### config.mk
export PLATFORM = sky130hd
export DESIGN_NAME = capture_ctrl_flat
export DESIGN_NICKNAME = d
export VERILOG_FILES = /design/src/rtl/capture_ctrl_if.sv /design/src/rtl/capture_ctrl.sv /design/src/flat_wrapper.sv
export SDC_FILE = /design/constraint.sdc
export NUM_CORES = 1
export LEC_CHECK = 0
export CAP_MARGIN = 25
export CORE_ASPECT_RATIO = 0.8
export CORE_UTILIZATION = 54
export DETAILED_ROUTE_END_ITERATION = 8
export PLACE_DENSITY_LB_ADDON = 0.15
export SYNTH_ARGS = -nofsm -noshare
export SYNTH_HDL_FRONTEND = slang
export SYNTH_SLANG_ARGS = --single-unit
### constraint.sdc
create_clock -name clk -period 3.8 [get_ports clk]
set_clock_uncertainty 0.15 [all_clocks]
set_input_delay 0.57 -clock clk [delete_from_list [all_inputs] [get_ports clk]]
set_output_delay 0.57 -clock clk [all_outputs]
set_load 0.02 [all_outputs]
### src/rtl/capture_ctrl_if.sv
// Host/RAM-side bundle of the logic-analyzer capture sequencer.
interface capture_ctrl_if #(
  parameter int unsigned ADDR_WIDTH    = 10,
  parameter int unsigned HOLDOFF_WIDTH = 10
);
  logic                     i_arm;
  logic                     i_trigger;
  logic [HOLDOFF_WIDTH-1:0] i_holdoff;
  logic                     i_rd_en;
  logic                     wr_en;
  logic [ADDR_WIDTH-1:0]    waddr;
  logic                     primed;
  logic                     triggered;
  logic                     stopped;
  logic [ADDR_WIDTH-1:0]    trig_addr;
  logic [ADDR_WIDTH-1:0]    raddr;
  logic                     rd_valid;
  logic                     rd_last;

  // Host / config side.
  modport master (
    output i_arm, i_trigger, i_holdoff, i_rd_en,
    input  wr_en, waddr, primed, triggered, stopped, trig_addr, raddr, rd_valid, rd_last
  );

  // Capture sequencer side.
  modport slave (
    input  i_arm, i_trigger, i_holdoff, i_rd_en,
    output wr_en, waddr, primed, triggered, stopped, trig_addr, raddr, rd_valid, rd_last
  );
endinterface

### src/rtl/capture_ctrl.sv
// Capture sequencer: arm, pre-trigger fill, primed, post-trigger holdoff,
// stop, then oldest-first readout of the circular sample RAM.
module capture_ctrl #(
  parameter int unsigned ADDR_WIDTH    = 10,
  parameter int unsigned HOLDOFF_WIDTH = 10
) (
  input  logic           clk,
  input  logic           reset,
  capture_ctrl_if.slave  bus
);
  localparam int unsigned AW = ADDR_WIDTH;
  localparam int unsigned HW = HOLDOFF_WIDTH;
  localparam int unsigned CW = (HW > AW) ? HW : AW;
  localparam logic [AW-1:0] ADDR_MAX = '1;

  typedef enum logic [2:0] {
    S_IDLE, S_FILL, S_PRIMED, S_HOLDOFF, S_STOPPED
  } state_e;

  state_e        state_q;
  logic          wr_en_q, primed_q, triggered_q, stopped_q, rd_valid_q, rd_last_q;
  logic [AW-1:0] waddr_q, trig_addr_q, raddr_q;
  logic [AW-1:0] hc_q, hcnt_q, rcnt_q;

  logic [CW-1:0] hold_ext_c;
  logic [AW-1:0] hc_c;
  logic [AW-1:0] waddr_inc_c, hcnt_inc_c, rcnt_inc_c;

  // Holdoff clamped to D-1 so the trigger sample is never overwritten.
  always_comb begin
    hold_ext_c  = CW'(bus.i_holdoff);
    hc_c        = (hold_ext_c > CW'(ADDR_MAX)) ? ADDR_MAX : AW'(hold_ext_c);
    waddr_inc_c = waddr_q + AW'(1);
    hcnt_inc_c  = hcnt_q + AW'(1);
    rcnt_inc_c  = rcnt_q + AW'(1);
  end

  always_ff @(posedge clk) begin
    if (reset) begin
      state_q     <= S_IDLE;
      wr_en_q     <= 1'b0;
      waddr_q     <= '0;
      primed_q    <= 1'b0;
      triggered_q <= 1'b0;
      stopped_q   <= 1'b0;
      trig_addr_q <= '0;
      raddr_q     <= '0;
      rd_valid_q  <= 1'b0;
      rd_last_q   <= 1'b0;
      hc_q        <= '0;
      hcnt_q      <= '0;
      rcnt_q      <= '0;
    end else begin
      case (state_q)
        S_IDLE: begin
          if (bus.i_arm) begin
            state_q <= S_FILL;
            wr_en_q <= 1'b1;
            waddr_q <= '0;
          end
        end

        S_FILL: begin
          waddr_q <= waddr_inc_c;
          if (waddr_q == ADDR_MAX) begin
            state_q  <= S_PRIMED;
            primed_q <= 1'b1;
          end
        end

        S_PRIMED: begin
          waddr_q <= waddr_inc_c;
          if (bus.i_trigger) begin
            trig_addr_q <= waddr_q;
            triggered_q <= 1'b1;
            hc_q        <= hc_c;
            hcnt_q      <= '0;
            if (hc_c == '0) begin
              state_q    <= S_STOPPED;
              wr_en_q    <= 1'b0;
              stopped_q  <= 1'b1;
              rd_valid_q <= 1'b1;
              raddr_q    <= waddr_inc_c;
              rcnt_q     <= '0;
              rd_last_q  <= 1'b0;
            end else begin
              state_q <= S_HOLDOFF;
            end
          end
        end

        S_HOLDOFF: begin
          waddr_q <= waddr_inc_c;
          hcnt_q  <= hcnt_inc_c;
          // The next-write address after the final holdoff write is the oldest sample.
          if (hcnt_inc_c == hc_q) begin
            state_q    <= S_STOPPED;
            wr_en_q    <= 1'b0;
            stopped_q  <= 1'b1;
            rd_valid_q <= 1'b1;
            raddr_q    <= waddr_inc_c;
            rcnt_q     <= '0;
            rd_last_q  <= 1'b0;
          end
        end

        S_STOPPED: begin
          if (bus.i_rd_en) begin
            if (rd_last_q) begin
              state_q     <= S_IDLE;
              waddr_q     <= '0;
              primed_q    <= 1'b0;
              triggered_q <= 1'b0;
              stopped_q   <= 1'b0;
              rd_valid_q  <= 1'b0;
              rd_last_q   <= 1'b0;
              raddr_q     <= '0;
              rcnt_q      <= '0;
            end else begin
              raddr_q   <= raddr_q + AW'(1);
              rcnt_q    <= rcnt_inc_c;
              rd_last_q <= (rcnt_inc_c == ADDR_MAX);
            end
          end
        end

        default: state_q <= S_IDLE;
      endcase
    end
  end

  assign bus.wr_en     = wr_en_q;
  assign bus.waddr     = waddr_q;
  assign bus.primed    = primed_q;
  assign bus.triggered = triggered_q;
  assign bus.stopped   = stopped_q;
  assign bus.trig_addr = trig_addr_q;
  assign bus.raddr     = raddr_q;
  assign bus.rd_valid  = rd_valid_q;
  assign bus.rd_last   = rd_last_q;
endmodule

### src/flat_wrapper.sv
// flat-port wrapper written by rule: the top's interface ports become plain ports
module capture_ctrl_flat 
#(
  parameter int unsigned ADDR_WIDTH    = 10,
  parameter int unsigned HOLDOFF_WIDTH = 10
)
  (clk, reset, bus_i_arm, bus_i_trigger, bus_i_holdoff, bus_i_rd_en, bus_wr_en, bus_waddr, bus_primed, bus_triggered, bus_stopped, bus_trig_addr, bus_raddr, bus_rd_valid, bus_rd_last);
  capture_ctrl_if #(.ADDR_WIDTH(ADDR_WIDTH), .HOLDOFF_WIDTH(HOLDOFF_WIDTH)) bus_i ();
  input  logic clk;
  input  logic reset;
  input wire logic [$bits(bus_i.i_arm)-1:0] bus_i_arm;
  input wire logic [$bits(bus_i.i_trigger)-1:0] bus_i_trigger;
  input wire logic [$bits(bus_i.i_holdoff)-1:0] bus_i_holdoff;
  input wire logic [$bits(bus_i.i_rd_en)-1:0] bus_i_rd_en;
  output wire logic [$bits(bus_i.wr_en)-1:0] bus_wr_en;
  output wire logic [$bits(bus_i.waddr)-1:0] bus_waddr;
  output wire logic [$bits(bus_i.primed)-1:0] bus_primed;
  output wire logic [$bits(bus_i.triggered)-1:0] bus_triggered;
  output wire logic [$bits(bus_i.stopped)-1:0] bus_stopped;
  output wire logic [$bits(bus_i.trig_addr)-1:0] bus_trig_addr;
  output wire logic [$bits(bus_i.raddr)-1:0] bus_raddr;
  output wire logic [$bits(bus_i.rd_valid)-1:0] bus_rd_valid;
  output wire logic [$bits(bus_i.rd_last)-1:0] bus_rd_last;
  assign bus_i.i_arm = bus_i_arm;
  assign bus_i.i_trigger = bus_i_trigger;
  assign bus_i.i_holdoff = bus_i_holdoff;
  assign bus_i.i_rd_en = bus_i_rd_en;
  assign bus_wr_en = bus_i.wr_en;
  assign bus_waddr = bus_i.waddr;
  assign bus_primed = bus_i.primed;
  assign bus_triggered = bus_i.triggered;
  assign bus_stopped = bus_i.stopped;
  assign bus_trig_addr = bus_i.trig_addr;
  assign bus_raddr = bus_i.raddr;
  assign bus_rd_valid = bus_i.rd_valid;
  assign bus_rd_last = bus_i.rd_last;
  capture_ctrl #(.ADDR_WIDTH(ADDR_WIDTH), .HOLDOFF_WIDTH(HOLDOFF_WIDTH)) u_core (.clk(clk), .reset(reset), .bus(bus_i));
endmodule
# ---- After elaboration in Yosys (flattened, before gate mapping)
# Cells that the tools add are included.
dict set report classes {
  muxes 45
  eq_ne 14
  magnitude_cmp 1
  addsub 4
  reduce_logical 18
}
# cell n
set op_table {}
lappend op_table {{10-bit 2-to-1 mux} 15}
lappend op_table {{10-bit case mux with 3 select lines} 3}
lappend op_table {{10-bit by 1-bit adder with 10-bit output (second input constant)} 4}
lappend op_table {{3-bit 2-to-1 mux} 7}
lappend op_table {{10-bit == test (second input constant)} 2}
lappend op_table {{10-bit case mux with 2 select lines} 1}
lappend op_table {{3-bit case mux with 5 select lines} 1}
lappend op_table {{1-bit 2-to-1 mux} 13}
lappend op_table {{4-bit AND reduction} 3}
lappend op_table {{6-bit AND reduction} 2}
lappend op_table {{10-bit == test} 1}
lappend op_table {{10-bit > comparator (second input constant)} 1}
lappend op_table {{10-bit zero test} 1}
lappend op_table {{5-bit AND reduction} 2}
lappend op_table {{1-bit case mux with 3 select lines} 3}
lappend op_table {{3-bit nonzero test} 3}
lappend op_table {{2-bit by 1-bit != test with 1-bit output (second input constant)} 4}
lappend op_table {{3-bit by 2-bit == test with 1-bit output (second input constant)} 2}
lappend op_table {{2-bit != test (second input constant)} 3}
lappend op_table {{2-bit nonzero test} 3}
lappend op_table {{1-bit case mux with 2 select lines} 2}
lappend op_table {{2-bit AND reduction} 2}
lappend op_table {{3-bit by 1-bit == test with 1-bit output (second input constant)} 1}
lappend op_table {{3-bit == test (second input constant)} 1}
lappend op_table {{other kinds (2)} 2}
dict set report totals {
  regBits 68
  in_bits 15
}

# ---- Longest topological paths before layout
# Gate-level depths: netlist of the first run.
dict set report logic_depth {
  depth_word 6
  mapped_depth 10
}

# ---- Least setup slack after synthesis of the first run
# No wires, ideal clock.
dict set report synth_path {
  kind {register to register}
  startpoint {reg u_core.hcnt_q[0]}
  endpoint {reg u_core.rcnt_q[9]}
  path_stages_with_launch 9
  slack_ns 1.098
  t_arrival_ns 2.478
  path_buffers 0
  cell_sequence {dfxtp_1 -> ha_1 -> nand3_1 -> xnor2_1 -> or4_4 -> nor4_4 -> a21oi_2 -> or4_1 -> a31oi_1}
}
dict set report synth_between {
  elab_chain_cells 4
}
# item line
set synth_lines {}
lappend synth_lines {{start: declaration} capture_ctrl.sv:23} ;# logic [AW-1:0] hc_q, hcnt_q, rcnt_q;
lappend synth_lines {{start signal: assignment} capture_ctrl.sv:94} ;# hcnt_q <= hcnt_inc_c;
lappend synth_lines {{10-bit by 1-bit adder with 10-bit output} capture_ctrl.sv:34} ;# hcnt_inc_c = hcnt_q + AW'(1);
lappend synth_lines {{10-bit == test} capture_ctrl.sv:96} ;# if (hcnt_inc_c == hc_q) begin
lappend synth_lines {{2-bit by 1-bit != test with 1-bit output (no source line)} --}
lappend synth_lines {{5-bit AND reduction (no source line)} --}
lappend synth_lines {{end signal: assignment} capture_ctrl.sv:121} ;# rcnt_q <= rcnt_inc_c;
lappend synth_lines {{end: declaration} capture_ctrl.sv:23}
# Every way passes these cells.
# A chain may end at the register's enable or synchronous reset.

# ---- Worst setup path in the final report of the first run
# Ends and elaborated chain as after synthesis.

==> flow_summary.ini, run 1 <==
[sta]
hold_viol = 0
tightest_slew_ns = 1.11
fmax_ghz = 0.312
grt_setup_unrepaired = false
fin_crit_ns = 3.20
setup-violations-final = 0
setup_slack_ns = 0.596
tns_ns = 0
slew_viol_final = 0
period_share_pct = 84.3
slew_headroom_pct = 25.8

[route]
drt_iter0_drc = 286
ant_nets = 0
vias = 3601
detail_route.wl_per_cell_um = 16.1
routed_wirelength_um = 9590
via_per_inst = 6.06
drc = 0
drt_first_pass_iters = 5

[power]
p_leak_uw = 0.00148
totalPowerFinal_uw = 1550
switching_share_pct = 21.5
power.density_nw_per_um2 = 362
seqPwrFrac_pct = 46.6
switchingPower_uw = 333
ir_worst_vdd_uv = 212
clockPowerShare_pct = 48.3
intPower_uw = 1220
power_frac_comb_pct = 5.1

[final_layout]
syn2layout_area_growth_pct = 21.4
instances_no_fill = 594
final_cell_mix = nand2_1, dfxtp_1, nor2_1, a21oi_1, clkdlybuf4s50_1
drive_gt1_share_pct = 4.68
diodes = 0
final_common_cell = nand2_1
num-nets-final = 528
stdcell_area_um2 = 4280

[worst_setup_path]
path_class = reg2reg
cp-end-kind = flop
worstPathCellList = ha_1 -> nand3_1 -> xnor2_1 -> or4_4 -> nor4_4 -> a21oi_2 -> or4_1 -> a31oi_1
rr_startpoint = u_core.hcnt_q[0]
slowest_stage = or4_4
r2r_slack_ns = 0.60
worstPathMaxFanout = 24
crit_family = simple AND/OR/NAND/NOR gates
path_buf_inv = 0
start_kind = flop
cp.required_ns = 3.92
worstRegToRegCells = 8
crit_arrival_ns = 3.32
r2r-end = u_core.rcnt_q[9]
critical-path-max-stage-delay_ns = 0.56

[logic_synthesis]
syn_inst = 473
yosys_warnings = 0
synth-seq-area-share_pct = 38.6
synth_area_per_cell_um2 = 7.46
ys_top_cells_by_area = dfxtp_1, nand2_1, a21oi_1, nor2_1, xnor2_1
async_flop_share_pct = 0
yosys.area.top_type = dfxtp_1
syn-cell-area_um2 = 3530
ys_seq_elements = 68
synthFlopType = dfxtp_1
synthesis.nets = 493
ys_types = 51
synth_top_area_share_pct = 38.6
synth_edf_count = 0

[placement]
place_ws_ns = 0.490
place.gp.congestion = 0.878
dp_hpwl_um = 6430
place_area_um2 = 4030
io_buffers = 50
dp.cells = 578

[floorplan]
io_pins = 51
die_y_um = 74.3
dieArea_um2 = 6860
die_x_um = 92.4
fp-row-count = 25
core_area_um2 = 6100
start_util_pct = 57.8

[cts]
clk_latency_ns = 0.34
cts.clk_slew.worst_paths_ns = 0.08
postCtsHoldBufs = 0
post_cts_buffers = 0
cts_tree = yes
cts_buffer_depth = 2
cts.repair.resized = 0
cts.root.buffer_cell = clkbuf_8
htreeDepth = 3
cts-buffers-inserted = 9
cts_sinks = 68

[global_routing]
grt_pass1_wl_um = 15400
grt_pass1_vias = 3275
grt_antenna_before_repair = 0
grt_max_degree = 37
grt-ovfl-total = 0
globalRouteTotalUtil_pct = 29.0

[run_status]
outcome = complete, no violations

[hold_path]
holdCritPathClass = reg2reg
hold_end = u_core.bus.trig_addr[0]
hp-start = u_core.bus.trig_addr[0]
hold_path_depth = 2

[run]
maxCapViolations = 0
-- metrics by stage --
stage / utilization, % / hold slack (ns)
4_1_cts: 70.2 / 0.306
3_5_place_dp: 66.1 / 0.296
2_1_floorplan: - / 0.298
5_1_grt: 70.2 / 0.333
6_report: 70.2 / 0.306
3_3_place_gp: 66.1 / 0.294
-- per-layer routing --
layer / vias to the layer above / routed length (um) / GRT usage (%)
met1: 1705 / 4330 / 37.0
met4: 0 / 131 / 9.38
met3: 15 / 664 / 8.49
li1: 1739 / - / -
met5: - / 0 / 0
met2: 142 / 4470 / 47.7
-- worst register-to-register path: stages, from the launching register on --
cell and delay, ns:
dfxtp_1 0.43, ha_1 0.31, nand3_1 0.16, xnor2_1 0.16
or4_4 0.56, nor4_4 0.32, a21oi_2 0.32, or4_1 0.55
a31oi_1 0.16
-- power groups by stage --
stage | clock network [uW] | registers [uW] | logic (uW)
after floorplan | 0 | 738 | 43.2
after detailed placement | 0 | 740 | 76.0
after CTS | 753 | 723 | 77.6
final | 750 | 724 | 78.6
after global placement | 0 | 740 | 73.6
after global routing | 788 | 724 | 84.7
-- synth_stat cells, drive strengths merged (4+ instances only) --
cell type	instances
a21oi	55
a22oi	5
a31oi	4
and2	5
and3	10
clkbuf	27
dfxtp	68
ha	5
inv	6
nand2	75
nand3	19
nand4	5
nor2	62
nor3	15
nor4	8
o211ai	6
o21ai	23
o22ai	5
o31ai	4
or3	5
xnor2	18
xor2	8
-- worst max path at each step --
stage / from / depth (start not counted) / endpoint / slack (ns)
final: u_core.hcnt_q[0] / 8 / u_core.rcnt_q[9] / 0.60
after global routing: u_core.hcnt_q[0] / 8 / u_core.rcnt_q[9] / 0.42
after CTS: u_core.hcnt_q[0] / 8 / u_core.rcnt_q[9] / 0.64
after detailed placement: bus_i_holdoff[7] / 8 / u_core.bus.rd_last / 0.49
after global placement: bus_i_trigger / 7 / u_core.rcnt_q[9] / 0.61
after floorplan: u_core.hcnt_q[0] / 8 / u_core.rcnt_q[9] / 1.10
-- kinds of logic after synthesis --
kind of cell / Yosys count / share of synthesized area (%)
xor gates and xnor gates: 26 / 6.46
muxes: 1 / 0.284
DFF: 68 / 38.6
AOI/OAI and AO/OA: 119 / 20.1
buffers and inverters: 35 / 3.90
adders and majority gates: 5 / 1.77
and+or+nand+nor: 219 / 28.9
-- flip-flops by register name, indices dropped and copies added (netlist names) --
signal / count
u_core.bus.waddr: 10
u_core.state_q: 3
u_core.bus.primed: 1
u_core.bus.raddr: 10
u_core.bus.rd_last: 1
u_core.bus.trig_addr: 10
u_core.bus.wr_en: 1
u_core.rcnt_q: 10
u_core.bus.triggered: 1
u_core.hcnt_q: 10
u_core.hc_q: 10
u_core.bus.stopped: 1
-- final cells by class --
class | instances | area (um2)
multi-input cells | 370 | 2030
fillers | 524 | 1820
flip-flops and latches | 68 | 1360
repair buffers | 53 | 518
clock buffers | 12 | 155
well taps | 81 | 101
clock inverters | 4 | 95.1
inverters | 6 | 22.5
Power figures use the tool's default switching activity.
==> run 2, diff against run 1 <==
==> constraint.sdc (replaced) <==
create_clock -name clk -period 3 [get_ports clk]
set_clock_uncertainty 0.15 [all_clocks]
set_input_delay 0.45 -clock clk [delete_from_list [all_inputs] [get_ports clk]]
set_output_delay 0.45 -clock clk [all_outputs]
set_load 0.02 [all_outputs]
==> run 2 against run 1 <==
Against the previous run: register-to-register slack got worse by 0.43 ns; combinational power increased by 31%; cell count increased by 1.7%; clock power increased by 32%; worst hold slack improved by 0.0027 ns; critical path depth increased by 1; non-clock buffer count increased by 10; die area unchanged; via count decreased by 0.25%; count of clock-buffer cells in the layout increased by 1; utilization increased by 1.8 points; cell area increased by 2.6%; largest power group unchanged.
==> flow_summary.ini, run 2 (synthesis results as in run 1) <==
[sta]
fin_crit_ns = 2.84
setup_slack_ns = 0.163
setup-violations-final = 0
tightest_slew_ns = 0.668
hold_viol = 0
period_share_pct = 94.6
fmax_ghz = 0.353
slew_headroom_pct = 55.3
slew_viol_final = 0

[floorplan]
fp-row-count = 25
core_area_um2 = 6100
dieArea_um2 = 6860
die_y_um = 74.3
die_x_um = 92.4
io_pins = 51
start_util_pct = 57.8

[worst_setup_path]
start_kind = flop
cp.required_ns = 3.12
r2r_slack_ns = 0.16
cp-end-kind = flop
worstPathCellList = ha_1 -> nand3_1 -> xnor2_1 -> or4_4 -> nor4_4 -> a21oi_2 -> buf_4 -> or3_1 -> a21oi_1
path_class = reg2reg
critical-path-max-stage-delay_ns = 0.57
path_buf_inv = 1
rr_startpoint = u_core.hcnt_q[0]
crit_family = simple AND/OR/NAND/NOR gates
r2r-end = u_core.rcnt_q[1]
worstRegToRegCells = 9
slowest_stage = or4_4
crit_arrival_ns = 2.96
worstPathMaxFanout = 22

[placement]
place_ws_ns = 0.0688
dp_hpwl_um = 6460
io_buffers = 50
place.gp.congestion = 0.876

[final_layout]
ff_latch_area_um2 = 1370
drive_gt1_share_pct = 7.65
nFillCells = 498
syn2layout_area_growth_pct = 24.5
final_common_cell = nand2_1
final_cell_mix = nand2_1, dfxtp_1, nor2_1, a21oi_1, clkdlybuf4s50_1
num-nets-final = 538
diodes = 0
multi_input_area_um2 = 2040

[hold_path]
holdCritPathClass = reg2reg
hp-start = u_core.bus.trig_addr[0]
hold_end = u_core.bus.trig_addr[0]
hold_path_depth = 2

[run]
maxCapViolations = 0

[route]
drc = 0
detail_route.wl_per_cell_um = 15.7
drt_iter0_drc = 274
drt_first_pass_iters = 5
ant_nets = 0
via_per_inst = 5.95
routed_wirelength_um = 9470
vias = 3592

[cts]
cts_tree = yes
cts.clk_slew.worst_paths_ns = 0.08
cts.root.buffer_cell = clkbuf_8
htreeDepth = 3
cts-buffers-inserted = 9
cts_buffer_depth = 2
post_cts_buffers = 0
cts_sinks = 68
clk_latency_ns = 0.35

[global_routing]
grt-ovfl-total = 0
globalRouteTotalUtil_pct = 28.8
grt_max_degree = 37
grt_pass1_vias = 3250
grt_antenna_before_repair = 0
grt_pass1_wl_um = 15300

[power]
p_leak_uw = 0.00155
ir_worst_vdd_uv = 258
power.density_nw_per_um2 = 457
totalPowerFinal_uw = 2010

[run_status]
outcome = complete, no violations
[run 2: cell count changes in the layout (fill, tap and decap cells not counted), sizes merged]
| cell | previous run | this run |
|---|---|---|
| buf | 4 | 14 |
| clkbuf | 12 | 13 |
| clkinv | 1 | 0 |
[run 2: worst reg2reg max path, delay by kind of cell, from the launching register on]
family	cells	cell delay [ns]
simple gates	4	1.35
flops	1	0.39
buf+inv	1	0.22
fa+ha+maj	1	0.20
xor+xnor	1	0.18
compound gates	2	0.27
[run 2: power by group]
group	total, uW	switching (uW)	internal (uW)
sequential	914	6.69	907
clock	989	346	643
combinational	103	61.2	41.8
total	2010	413	1590
[run 2: layer usage]
| layer | track usage [%] | part of all wire (%) | up-vias |
|---|---|---|---|
| li1 | - | - | 1758 |
| met1 | 38.6 | 45 | 1671 |
| met2 | 46.1 | 46 | 153 |
| met3 | 7.77 | 7.6 | 10 |
| met4 | 8.16 | 0.83 | 0 |
| met5 | 0 | 0 | - |
[run 2: area by class of cell]
cell class	instances	area share, %
repair buffers	63	13.5
clock buffers	13	4.07
inverters	6	0.513
flip-flops and latches	68	31.1
well taps	81	2.31
clock inverters	3	2.05
multi-input cells	370	46.5
[run 2: worst max path at each step]
stage | start | endpoint | slack (ns) | cells past startpoint
2_1_floorplan | u_core.hcnt_q[0] | u_core.rcnt_q[9] | 0.30 | 8
3_3_place_gp | bus_i_holdoff[4] | u_core.rcnt_q[1] | 0.13 | 10
3_5_place_dp | bus_i_holdoff[4] | u_core.rcnt_q[1] | 0.07 | 10
4_1_cts | u_core.hcnt_q[0] | u_core.rcnt_q[1] | 0.14 | 9
5_1_grt | u_core.hcnt_q[0] | u_core.rcnt_q[1] | -0.02 | 9
6_report | u_core.hcnt_q[0] | u_core.rcnt_q[1] | 0.16 | 9
[run 2: stage by stage]
step / hold WS (ns) / std cells / util [%] / TNS (ns) / instance area (um2)
floorplan: 0.298 / 473 / - / 0 / 3530
global placement: 0.296 / 588 / 67.3 / 0 / 4110
detailed placement: 0.301 / 588 / 67.3 / 0 / 4110
CTS: 0.311 / 604 / 71.7 / 0 / 4380
global route: 0.333 / 604 / 72.0 / -0.0160 / 4390
finish: 0.309 / 604 / 72.0 / 0 / 4390
[run 2: timing repair]
action                                  CTS  global route
hold buffers                              0             0
resized for setup                         0             5
endpoints found under the setup margin    0             1
